File: src/rtl/fixed_dot_ctrl.sv
// -----------------------------------------------------------------------------
// fixed_dot_ctrl
//
// Sequential signed fixed-point dot-product engine. A start command loads the
// number of element pairs (len). The block then accepts up to one Q8.8 pair
// per cycle, registers the full Q16.16 product and adds it into a wide
// Q(ACC_W-16).16 accumulator. The final value is presented as a saturated
// Q8.8 result with an overflow flag until the consumer takes it.
//
// State flow:  IDLE -> RUN -> DRAIN -> DONE -> IDLE
//              IDLE -> DONE                      (len == 0)
//
// Ports
//   clk        single clock; all state updates on the rising edge
//   rst        synchronous, active-high reset
//   start      begin a dot product (honoured only in IDLE)
//   len[4:0]   number of element pairs, sampled when start is honoured
//   in_valid   element pair a/b present
//   in_ready   block accepts a pair this cycle (high in RUN)
//   a[15:0]    signed Q8.8 operand
//   b[15:0]    signed Q8.8 operand
//   out_valid  result available (high in DONE)
//   out_ready  consumer takes result
//   result     signed Q8.8 saturated dot product, 0 when out_valid is low
//   overflow   result was saturated, 0 when out_valid is low
//   busy       high in any state other than IDLE
//
// Parameter
//   ACC_W      accumulator width. Must exceed 32 so that the product can be
//              sign-extended; 36 or more guarantees no wrap for len <= 31.
// -----------------------------------------------------------------------------
module fixed_dot_ctrl #(
   parameter int ACC_W = 40
) (
   input  logic        clk,
   input  logic        rst,
   input  logic        start,
   input  logic [4:0]  len,
   input  logic        in_valid,
   output logic        in_ready,
   input  logic [15:0] a,
   input  logic [15:0] b,
   output logic        out_valid,
   input  logic        out_ready,
   output logic [15:0] result,
   output logic        overflow,
   output logic        busy
);

   typedef enum logic [1:0] {
      IDLE  = 2'd0,
      RUN   = 2'd1,
      DRAIN = 2'd2,
      DONE  = 2'd3
   } state_t;

   state_t                   state_q, state_d;
   logic [4:0]               cnt_q;
   logic signed [31:0]       prod_q;
   logic                     pvld_q;
   logic signed [ACC_W-1:0]  acc_q;

   logic                     accept;
   logic                     acc_clr;
   logic signed [31:0]       a_w, b_w;
   logic signed [ACC_W-1:0]  prod_ext;
   logic [ACC_W-24:0]        acc_hi;
   logic                     in_range;
   logic [15:0]              sat_res;

   // ---------------------------------------------------------------------------
   // Next-state and control decode
   // ---------------------------------------------------------------------------
   // NOTE: every signal driven here gets a default before the case statement,
   // so no path through the block leaves one unassigned and no latch appears.
   always_comb begin
      state_d   = state_q;
      in_ready  = 1'b0;
      out_valid = 1'b0;
      busy      = 1'b1;
      acc_clr   = 1'b0;
      unique case (state_q)
         IDLE: begin
            busy = 1'b0;
            if (start) begin
               acc_clr = 1'b1;
               state_d = (len == 5'd0) ? DONE : RUN;
            end
         end
         RUN: begin
            in_ready = 1'b1;
            // The last pair leaves one product still in the product register,
            // which DRAIN gives a cycle to land in the accumulator.
            if (in_valid && (cnt_q == 5'd1)) begin
               state_d = DRAIN;
            end
         end
         DRAIN: begin
            state_d = DONE;
         end
         DONE: begin
            out_valid = 1'b1;
            if (out_ready) begin
               state_d = IDLE;
            end
         end
         default: begin
            state_d = IDLE;
         end
      endcase
   end

   assign accept = in_valid && in_ready;

   // Operands widened to 32 bits so the 32-bit product is exact.
   assign a_w      = {{16{a[15]}}, a};
   assign b_w      = {{16{b[15]}}, b};
   assign prod_ext = {{(ACC_W-32){prod_q[31]}}, prod_q};

   // ---------------------------------------------------------------------------
   // State, count, product pipeline and accumulator
   // ---------------------------------------------------------------------------
   // NOTE: sequential state uses non-blocking assignments so every register
   // samples the values from before the edge, independent of statement order.
   always_ff @(posedge clk) begin
      if (rst) begin
         state_q <= IDLE;
         cnt_q   <= 5'd0;
         prod_q  <= 32'sd0;
         pvld_q  <= 1'b0;
         acc_q   <= '0;
      end else begin
         state_q <= state_d;

         if (acc_clr) begin
            cnt_q <= len;
         end else if (accept) begin
            cnt_q <= cnt_q - 5'd1;
         end

         pvld_q <= accept;
         if (accept) begin
            prod_q <= a_w * b_w;
         end

         if (acc_clr) begin
            acc_q <= '0;
         end else if (pvld_q) begin
            acc_q <= acc_q + prod_ext;
         end
      end
   end

   // ---------------------------------------------------------------------------
   // Saturation to Q8.8
   // ---------------------------------------------------------------------------
   // The accumulator fits Q8.8 after dropping 8 fraction bits when bits
   // [ACC_W-1:23] are all copies of the sign. Dropping the low bits of a
   // two's-complement value floors toward negative infinity.
   assign acc_hi   = acc_q[ACC_W-1:23];
   assign in_range = (&acc_hi) || !(|acc_hi);
   assign sat_res  = in_range          ? acc_q[23:8] :
                     acc_q[ACC_W-1]    ? 16'h8000    :
                                         16'h7FFF;

   assign result   = out_valid ? sat_res : 16'h0000;
   assign overflow = out_valid && !in_range;

endmodule

File: config.mk
export PLATFORM = sky130hd
export DESIGN_NAME = fixed_dot_ctrl
export DESIGN_NICKNAME = d
export VERILOG_FILES = /design/src/rtl/fixed_dot_ctrl.sv
export SDC_FILE = /design/constraint.sdc
export NUM_CORES = 1
export LEC_CHECK = 0
export ABC_AREA = 1
export BUFFER_PORTS_ARGS = -buffer_cell sky130_fd_sc_hd__buf_2
export CAP_MARGIN = 10
export CORE_ASPECT_RATIO = 1.5
export CORE_MARGIN = 4
export CORE_UTILIZATION = 66
export CTS_CLUSTER_DIAMETER = 40
export DETAILED_ROUTE_END_ITERATION = 10
export PLACE_DENSITY_LB_ADDON = 0.2
export SLEW_MARGIN = 5
export SYNTH_ARGS = -nofsm -noshare
export SYNTH_HDL_FRONTEND = slang
export SYNTH_SLANG_ARGS = --single-unit
File: constraint.sdc
create_clock -name clk -period 8.5 [get_ports clk]
set_clock_uncertainty 0.15 [all_clocks]
set_input_delay 1.275 -clock clk [delete_from_list [all_inputs] [get_ports clk]]
set_output_delay 1.275 -clock clk [all_outputs]
set_load 0.03 [all_outputs]
==> flow_summary.rst, run 1 <==
.. list-table::
   :header-rows: 1

   * - Metric
     - Value
   * - Post-DP HPWL
     - 41.1 mm
   * - Net count reported at finish
     - 2954
   * - Vias after detailed routing
     - 15376
   * - Critical setup path kind
     - in -> reg
   * - Via count of the first global-routing pass
     - 16251
   * - Diodes inserted
     - 0
   * - Weighted congestion reported at the end of routability-driven placement
     - 0.990
   * - Post-synthesis mux area share
     - 0%
   * - F_max
     - 0.148 GHz
   * - Count of final setup violators
     - 0
   * - Dominant combinational cell family by area after synthesis
     - adder cells
   * - Worst Tran Pin Value
     - 0.990 ns
   * - Worst endpoint required time
     - 8.59 ns
   * - DIE WIDTH
     - 140 um
   * - Crit-path max cell delay
     - 0.82 ns
   * - Hold buffer count at CTS
     - 0
   * - Area overhead of the layout relative to synthesis
     - 4.04%
   * - I/O Pins
     - 62
   * - Mean Syn Cell Area
     - 6.81 um^2
   * - Class of the tightest hold or removal check
     - reg -> reg
   * - # rows
     - 72
   * - Post-synthesis cell type with the largest combined area
     - sky130_fd_sc_hd__fa_1
   * - First-pass GRT wire length
     - 78.8 mm
   * - Sequence of cells on the critical path
     - buf_2 > nand2_1 > inv_1 > fa_1 > fa_1 > fa_1 > fa_1 > fa_1 > inv_1 > fa_1 > inv_1 > ha_1 > a21oi_1 > o21a_1 > o21a_1 > nand3_1 > nand2_1 > nand2_1 > o21ai_0 > inv_1
   * - Pins Over Slew Limit
     - 0
   * - Synthesized cell area
     - 17200 um^2
   * - CTS clock-pin slew for the worst setup and hold paths
     - 0.06 ns
   * - Post-detailed-route wirelength per cell
     - 16.9 um
   * - Number of warnings printed during yosys synthesis
     - 0
   * - Setup repair bufs after CTS
     - 0
   * - Share of Yosys cell area claimed by the top area cell type
     - 30.6%
   * - Max stage delay cell, worst path
     - sky130_fd_sc_hd__fa_1
   * - Primary FF master, synth
     - sky130_fd_sc_hd__dfxtp_1
   * - Synthesized instance count
     - 2528
   * - Number of fill cells
     - 2322
   * - Area fraction in compound gates after synthesis
     - 8.20%
   * - Count of buffers from port buffering
     - 61
   * - Die Footprint
     - 28800 um^2
   * - Effective utilization at floorplan
     - 66.8%
   * - Library cells used by synthesis
     - 47
   * - Multi-input logic area
     - 12700 um^2
   * - Cell type with the highest occurrence count on the critical path
     - sky130_fd_sc_hd__fa_1
   * - Number of antenna violations at the first check in global routing
     - 0
   * - First-pass detailed-route iteration total
     - 5
   * - Number of H-tree levels
     - 3
   * - Most instantiated library cell after synthesis
     - sky130_fd_sc_hd__inv_1
   * - Unrepaired setup endpoints after global routing
     - false
   * - Overall routing resource usage
     - 34.5%
   * - Worst setup SP type
     - input pin
   * - Syn_nets
     - 2961
   * - Final Routed Wirelength
     - 48.2 mm
   * - Clock tree from TritonCTS
     - built
   * - CTS Buffer Depth
     - 2
   * - Grt total ovfl
     - 0
   * - Die outline height
     - 206 um
   * - Routed Antenna Nets
     - 0
   * - EDFF count, synth
     - 0
   * - Sequential area share after synthesis
     - 9.31%
   * - WP data arrival
     - 6.86 ns
   * - Clock latency on the worst-skew pair
     - 0.36 ns
   * - Flip-flop and latch count after synthesis
     - 80
   * - Pin count of the biggest net entering global routing
     - 59
   * - Status
     - complete, no violations
   * - Tcrit/Tclk final
     - 79.7%
   * - Kind of capture point of the worst setup path
     - register
   * - Top cells by count, synth
     - 680 x sky130_fd_sc_hd__inv_1, 646 x sky130_fd_sc_hd__nand2_1, 263 x sky130_fd_sc_hd__fa_1
   * - Layout cells sized above 1
     - 5.58%
   * - Floorplan core area
     - 25800 um^2
   * - Share of synthesized cell area in full adder, half adder and majority cells
     - 39.9%
   * - Final hold violation count
     - 0
   * - Most area-consuming cells after synthesis
     - sky130_fd_sc_hd__fa_1 31%, sky130_fd_sc_hd__inv_1 15%, sky130_fd_sc_hd__nand2_1 14%, sky130_fd_sc_hd__dfxtp_1 9.3%, sky130_fd_sc_hd__ha_1 9.3%
   * - Clk root buf
     - sky130_fd_sc_hd__clkbuf_16
   * - CTS Buf Count
     - 9
   * - Asr flop ratio synth
     - 0%
   * - Number of clock sinks
     - 80
   * - Total Neg Setup Slack
     - 0 ns
   * - Area taken by flip-flops and latches
     - 1600 um^2
   * - Simple-Gate Fraction of Synth Area
     - 24.0%
   * - Number of violations of the max-capacitance limit
     - 0
   * - XOR/XNOR Fraction of Synth Area
     - 1.68%
   * - Worst-path fanout max
     - 16
   * - Post-CTS resize count
     - 0
   * - Via density
     - 5.38
   * - Max-Slew Margin vs Limit
     - 33.9%
   * - DRC violations left
     - 0
   * - Post-layout min period
     - 6.77 ns
   * - Detailed Route Iter0 Violations
     - 683
cells by family after synthesis:
logic type / after synthesis
and+or+nand+nor: 1006
xor gates and xnor gates: 33
AOI/OAI and AO/OA: 246
adders and majority gates: 391
buffers and inverters: 772
DFF: 80
cell type report:
class	instances	area share (%)
Multi-Input combinational cell	1676	70.9
Clock inverter	7	0.266
Timing Repair Buffer	63	1.79
Sequential cell	80	8.95
Clock buffer	9	1.26
Tap cell	333	2.33
Inverter	691	14.5
registers in the layout, summed over array words and instances, names as in the netlist:
register  flops
acc_q        40
prod_q       32
cnt_q         5
state_q       2
pvld_q        1
metal layers:
metal / wire length (um) / up-vias / global-route usage (%)
met5: 0 / - / 0
met4: 4100 / 0 / 24.8
met3: 1920 / 220 / 2.60
met2: 25500 / 510 / 65.6
met1: 16700 / 7234 / 35.2
li1: - / 7412 / -
worst paths after layout:
| path | startpoint | cells after the start | slack (ns) | to |
|---|---|---|---|---|
| max reg2reg | prod_q[0] | 13 | 5.65 | acc_q[32] |
| min reg2reg | cnt_q[1] | 2 | 0.32 | cnt_q[1] |
| min | cnt_q[1] | 2 | 0.32 | cnt_q[1] |
| max | b[4] | 20 | 1.73 | prod_q[26] |
worst max-delay path: cells and delay by family:
kind                       cells  cell delay, ns
and+or+nand+nor                4            0.51
buffers and inverters          5            0.63
adders and majority gates      7            3.66
AOI/OAI and AO/OA              4            0.78
cell usage in the layout (no fill, tap or decap), types with 4 or more instances in the layout:
cell type                   instances
sky130_fd_sc_hd__a21o_1             4
sky130_fd_sc_hd__a21oi_1          104
sky130_fd_sc_hd__a21oi_2            5
sky130_fd_sc_hd__a31oi_1            4
sky130_fd_sc_hd__buf_2             61
sky130_fd_sc_hd__clkbuf_16          9
sky130_fd_sc_hd__clkinv_1           4
sky130_fd_sc_hd__dfxtp_1           79
sky130_fd_sc_hd__fa_1             263
sky130_fd_sc_hd__ha_1             128
sky130_fd_sc_hd__inv_1            680
sky130_fd_sc_hd__inv_2              7
sky130_fd_sc_hd__nand2_1          646
sky130_fd_sc_hd__nand2_2           18
sky130_fd_sc_hd__nand3_1           74
sky130_fd_sc_hd__nand4_1           24
sky130_fd_sc_hd__nor2_1           199
sky130_fd_sc_hd__nor2_2             4
sky130_fd_sc_hd__nor3_1            14
sky130_fd_sc_hd__nor3_2             4
sky130_fd_sc_hd__nor4_1             4
sky130_fd_sc_hd__o21a_1             4
sky130_fd_sc_hd__o21ai_0           71
sky130_fd_sc_hd__o21ai_1           17
sky130_fd_sc_hd__o21bai_1          16
sky130_fd_sc_hd__o221ai_1           7
sky130_fd_sc_hd__or2_2              8
sky130_fd_sc_hd__xnor2_1            5
sky130_fd_sc_hd__xor2_1            28
stage by stage:
stage / util, % / hold slack (ns) / setup WS, ns / cells / instance area, um^2
after floorplan: - / 0.293 / 1.91 / 2528 / 17200
after global placement: 68.4 / 0.302 / 1.48 / 2843 / 17600
after detailed placement: 68.4 / 0.313 / 1.37 / 2843 / 17600
after CTS: 69.5 / 0.322 / 1.74 / 2859 / 17900
after global routing: 69.5 / 0.346 / 1.36 / 2859 / 17900
final: 69.5 / 0.320 / 1.73 / 2859 / 17900
Power of run 1 is left out: the tool's default activity adds up to more than one toggle a clock period on the data nets, which glitch-free logic cannot reach.
==> inputs of run 2 (changes only) <==
==> constraint.sdc (replaced) <==
create_clock -name clk -period 7 [get_ports clk]
set_clock_uncertainty 0.15 [all_clocks]
set_input_delay 1.05 -clock clk [delete_from_list [all_inputs] [get_ports clk]]
set_output_delay 1.05 -clock clk [all_outputs]
set_load 0.03 [all_outputs]
==> flow_summary.rst, run 2 (synthesized netlist as in run 1, its figures left out) <==
.. list-table::
   :header-rows: 1

   * - Metric
     - Value
   * - Setup repair bufs after CTS
     - 0 (unchanged)
   * - Tcrit/Tclk final
     - 96.0%
   * - Worst Tran Pin Value
     - 1.04 ns (+0.0524 ns)
   * - Critical setup path kind
     - in -> reg
   * - Detailed Route Iter0 Violations
     - 840 (+23%)
   * - Largest registers
     - acc_q: 40 flops, prod_q: 32 flops, cnt_q: 5 flops
   * - Die Footprint
     - 28800 um^2 (unchanged)
   * - Worst setup SP type
     - input pin
   * - Weighted congestion reported at the end of routability-driven placement
     - 0.992 (+0.15%)
   * - DIE WIDTH
     - 140 um (unchanged)
   * - Diodes inserted
     - 0 (unchanged)
   * - Clk root buf
     - sky130_fd_sc_hd__clkbuf_16
   * - Count of buffers from port buffering
     - 61 (unchanged)
   * - First-pass detailed-route iteration total
     - 5 (unchanged)
   * - Worst endpoint required time
     - 7.11 ns (-1.48 ns)
   * - Number of antenna violations at the first check in global routing
     - 0 (unchanged)
   * - Post-detailed-route wirelength per cell
     - 17.0 um (+0.94%)
   * - Total Neg Setup Slack
     - 0 ns (unchanged)
   * - Post-layout min period
     - 6.72 ns
   * - Unrepaired setup endpoints after global routing
     - false
   * - Top library cells by usage in the layout, fill and taps aside
     - 680 x sky130_fd_sc_hd__inv_1, 646 x sky130_fd_sc_hd__nand2_1, 263 x sky130_fd_sc_hd__fa_1
   * - Number of cells in the finished layout apart from fillers
     - 2869 (+0.35%)
   * - I/O Pins
     - 62 (unchanged)
   * - Most common cell after layout, fill and taps aside
     - sky130_fd_sc_hd__inv_1
   * - Via density
     - 5.43 (+0.99%)
   * - Number of H-tree levels
     - 3 (unchanged)
   * - Number of flip-flops under the largest register name
     - 40 (unchanged)
   * - Kind of capture point of the worst setup path
     - register
   * - Number of violations of the max-capacitance limit
     - 0 (unchanged)
   * - Die outline height
     - 206 um (unchanged)
   * - CTS Buf Count
     - 9 (unchanged)
   * - Pins Over Slew Limit
     - 0 (unchanged)
   * - Final Routed Wirelength
     - 48.8 mm (+1.3%)
   * - Pin count of the biggest net entering global routing
     - 59 (unchanged)
   * - Final hold violation count
     - 0 (unchanged)
   * - Routed Antenna Nets
     - 0 (unchanged)
   * - Count of final setup violators
     - 0 (unchanged)
   * - CTS Buffer Depth
     - 2 (unchanged)
   * - Post-CTS resize count
     - 0 (unchanged)
   * - Effective utilization at floorplan
     - 66.8% (unchanged)
   * - Post-DP HPWL
     - 41.6 mm (+1.3%)
   * - Worst hold-check slack
     - 0.319 ns (-0.00101 ns)
   * - Number of clock sinks
     - 80 (unchanged)
   * - Vias after detailed routing
     - 15583 (+1.3%)
   * - Overall routing resource usage
     - 34.8% (+0.29 points)
   * - CTS clock-pin slew for the worst setup and hold paths
     - 0.06 ns (about the same)
   * - F_max
     - 0.149 GHz
   * - Net count reported at finish
     - 2964 (+0.34%)
   * - Floorplan core area
     - 25800 um^2 (unchanged)
   * - Clock latency on the worst-skew pair
     - 0.37 ns (about the same)
   * - Clock tree from TritonCTS
     - built
   * - Status
     - complete, no violations
   * - Number of fill cells
     - 2322 (unchanged)
   * - Hold buffer count at CTS
     - 0 (unchanged)
   * - # rows
     - 72 (unchanged)
   * - Max-Slew Margin vs Limit
     - 30.4% (-3.5 points)
   * - Class of the tightest hold or removal check
     - reg -> reg
   * - Worst-path fanout max
     - 16 (unchanged)
   * - Area overhead of the layout relative to synthesis
     - 4.67%
   * - Layout cells sized above 1
     - 5.95% (+0.37 points)
   * - Most flop-heavy register
     - acc_q
   * - Grt total ovfl
     - 0 (unchanged)
   * - First-pass GRT wire length
     - 78.9 mm (+0.12%)
   * - Via count of the first global-routing pass
     - 16295 (+0.27%)
   * - Post-Place Cells
     - 2853 (+0.35%)
   * - DRC violations left
     - 0 (unchanged)
   * - WP data arrival
     - 6.82 ns (-0.04 ns)
## run 2: cell count changes in the layout (fill, tap and decap cells not counted), sizes merged
| cell | before | now |
|---|---|---|
| clkbuf | 9 | 10 |
| clkinv | 8 | 6 |
| buf | 63 | 73 |
| bufinv | 0 | 1 |
## run 2: final cells by class
| type | count | area, um^2 | share of cell area [%] |
|---|---|---|---|
| Multi-Input combinational cell | 1676 | 12700 | 70.5 |
| Inverter | 691 | 2590 | 14.4 |
| Sequential cell | 80 | 1600 | 8.90 |
| Tap cell | 333 | 417 | 2.31 |
| Timing Repair Buffer | 73 | 395 | 2.20 |
| Clock buffer | 10 | 239 | 1.33 |
| Clock inverter | 6 | 67.6 | 0.375 |
## run 2: path summary, 6_finish.rpt
path                                start         end  slack, ns  depth (start not counted)
worst max-delay path                a[15]  prod_q[20]       0.28                         21
worst min-delay path             acc_q[0]    acc_q[0]       0.32                          2
worst max register to register  prod_q[0]   acc_q[32]       4.11                         13
worst min register to register   acc_q[0]    acc_q[0]       0.32                          2
## run 2: per-stage QoR
step / utilization [%] / worst slack [ns] / cell area (um^2)
3_3_place_gp: 68.7 / 0.0592 / 17700
3_5_place_dp: 68.7 / 0.0391 / 17700
4_1_cts: 69.9 / 0.427 / 18000
6_report: 69.9 / 0.283 / 18000
2_1_floorplan: - / 0.631 / 17200
5_1_grt: 69.9 / 0.175 / 18000
## run 2: layer usage
| layer | up-vias | GRT usage [%] | routed length (um) |
|---|---|---|---|
| met4 | 0 | 23.2 | 3720 |
| met3 | 211 | 4.23 | 2140 |
| li1 | 7430 | - | - |
| met5 | - | 0 | 0 |
| met2 | 560 | 66.9 | 26200 |
| met1 | 7382 | 34.5 | 16700 |
## run 2: critical path, stage by stage
cell	delay (ns)
sky130_fd_sc_hd__buf_2	0.28
sky130_fd_sc_hd__nand2_1	0.16
sky130_fd_sc_hd__inv_1	0.14
sky130_fd_sc_hd__fa_1	0.52
sky130_fd_sc_hd__fa_1	0.54
sky130_fd_sc_hd__inv_1	0.07
sky130_fd_sc_hd__fa_1	0.52
sky130_fd_sc_hd__inv_1	0.06
sky130_fd_sc_hd__fa_1	0.48
sky130_fd_sc_hd__fa_1	0.49
sky130_fd_sc_hd__inv_1	0.05
sky130_fd_sc_hd__fa_1	0.48
sky130_fd_sc_hd__inv_1	0.04
sky130_fd_sc_hd__ha_1	0.34
sky130_fd_sc_hd__a21oi_1	0.24
sky130_fd_sc_hd__o21ai_0	0.23
sky130_fd_sc_hd__a21oi_1	0.46
sky130_fd_sc_hd__nand3_1	0.27
sky130_fd_sc_hd__xor2_1	0.21
sky130_fd_sc_hd__o21ai_0	0.15
sky130_fd_sc_hd__inv_1	0.05
Power of run 2 is left out for the same reason.
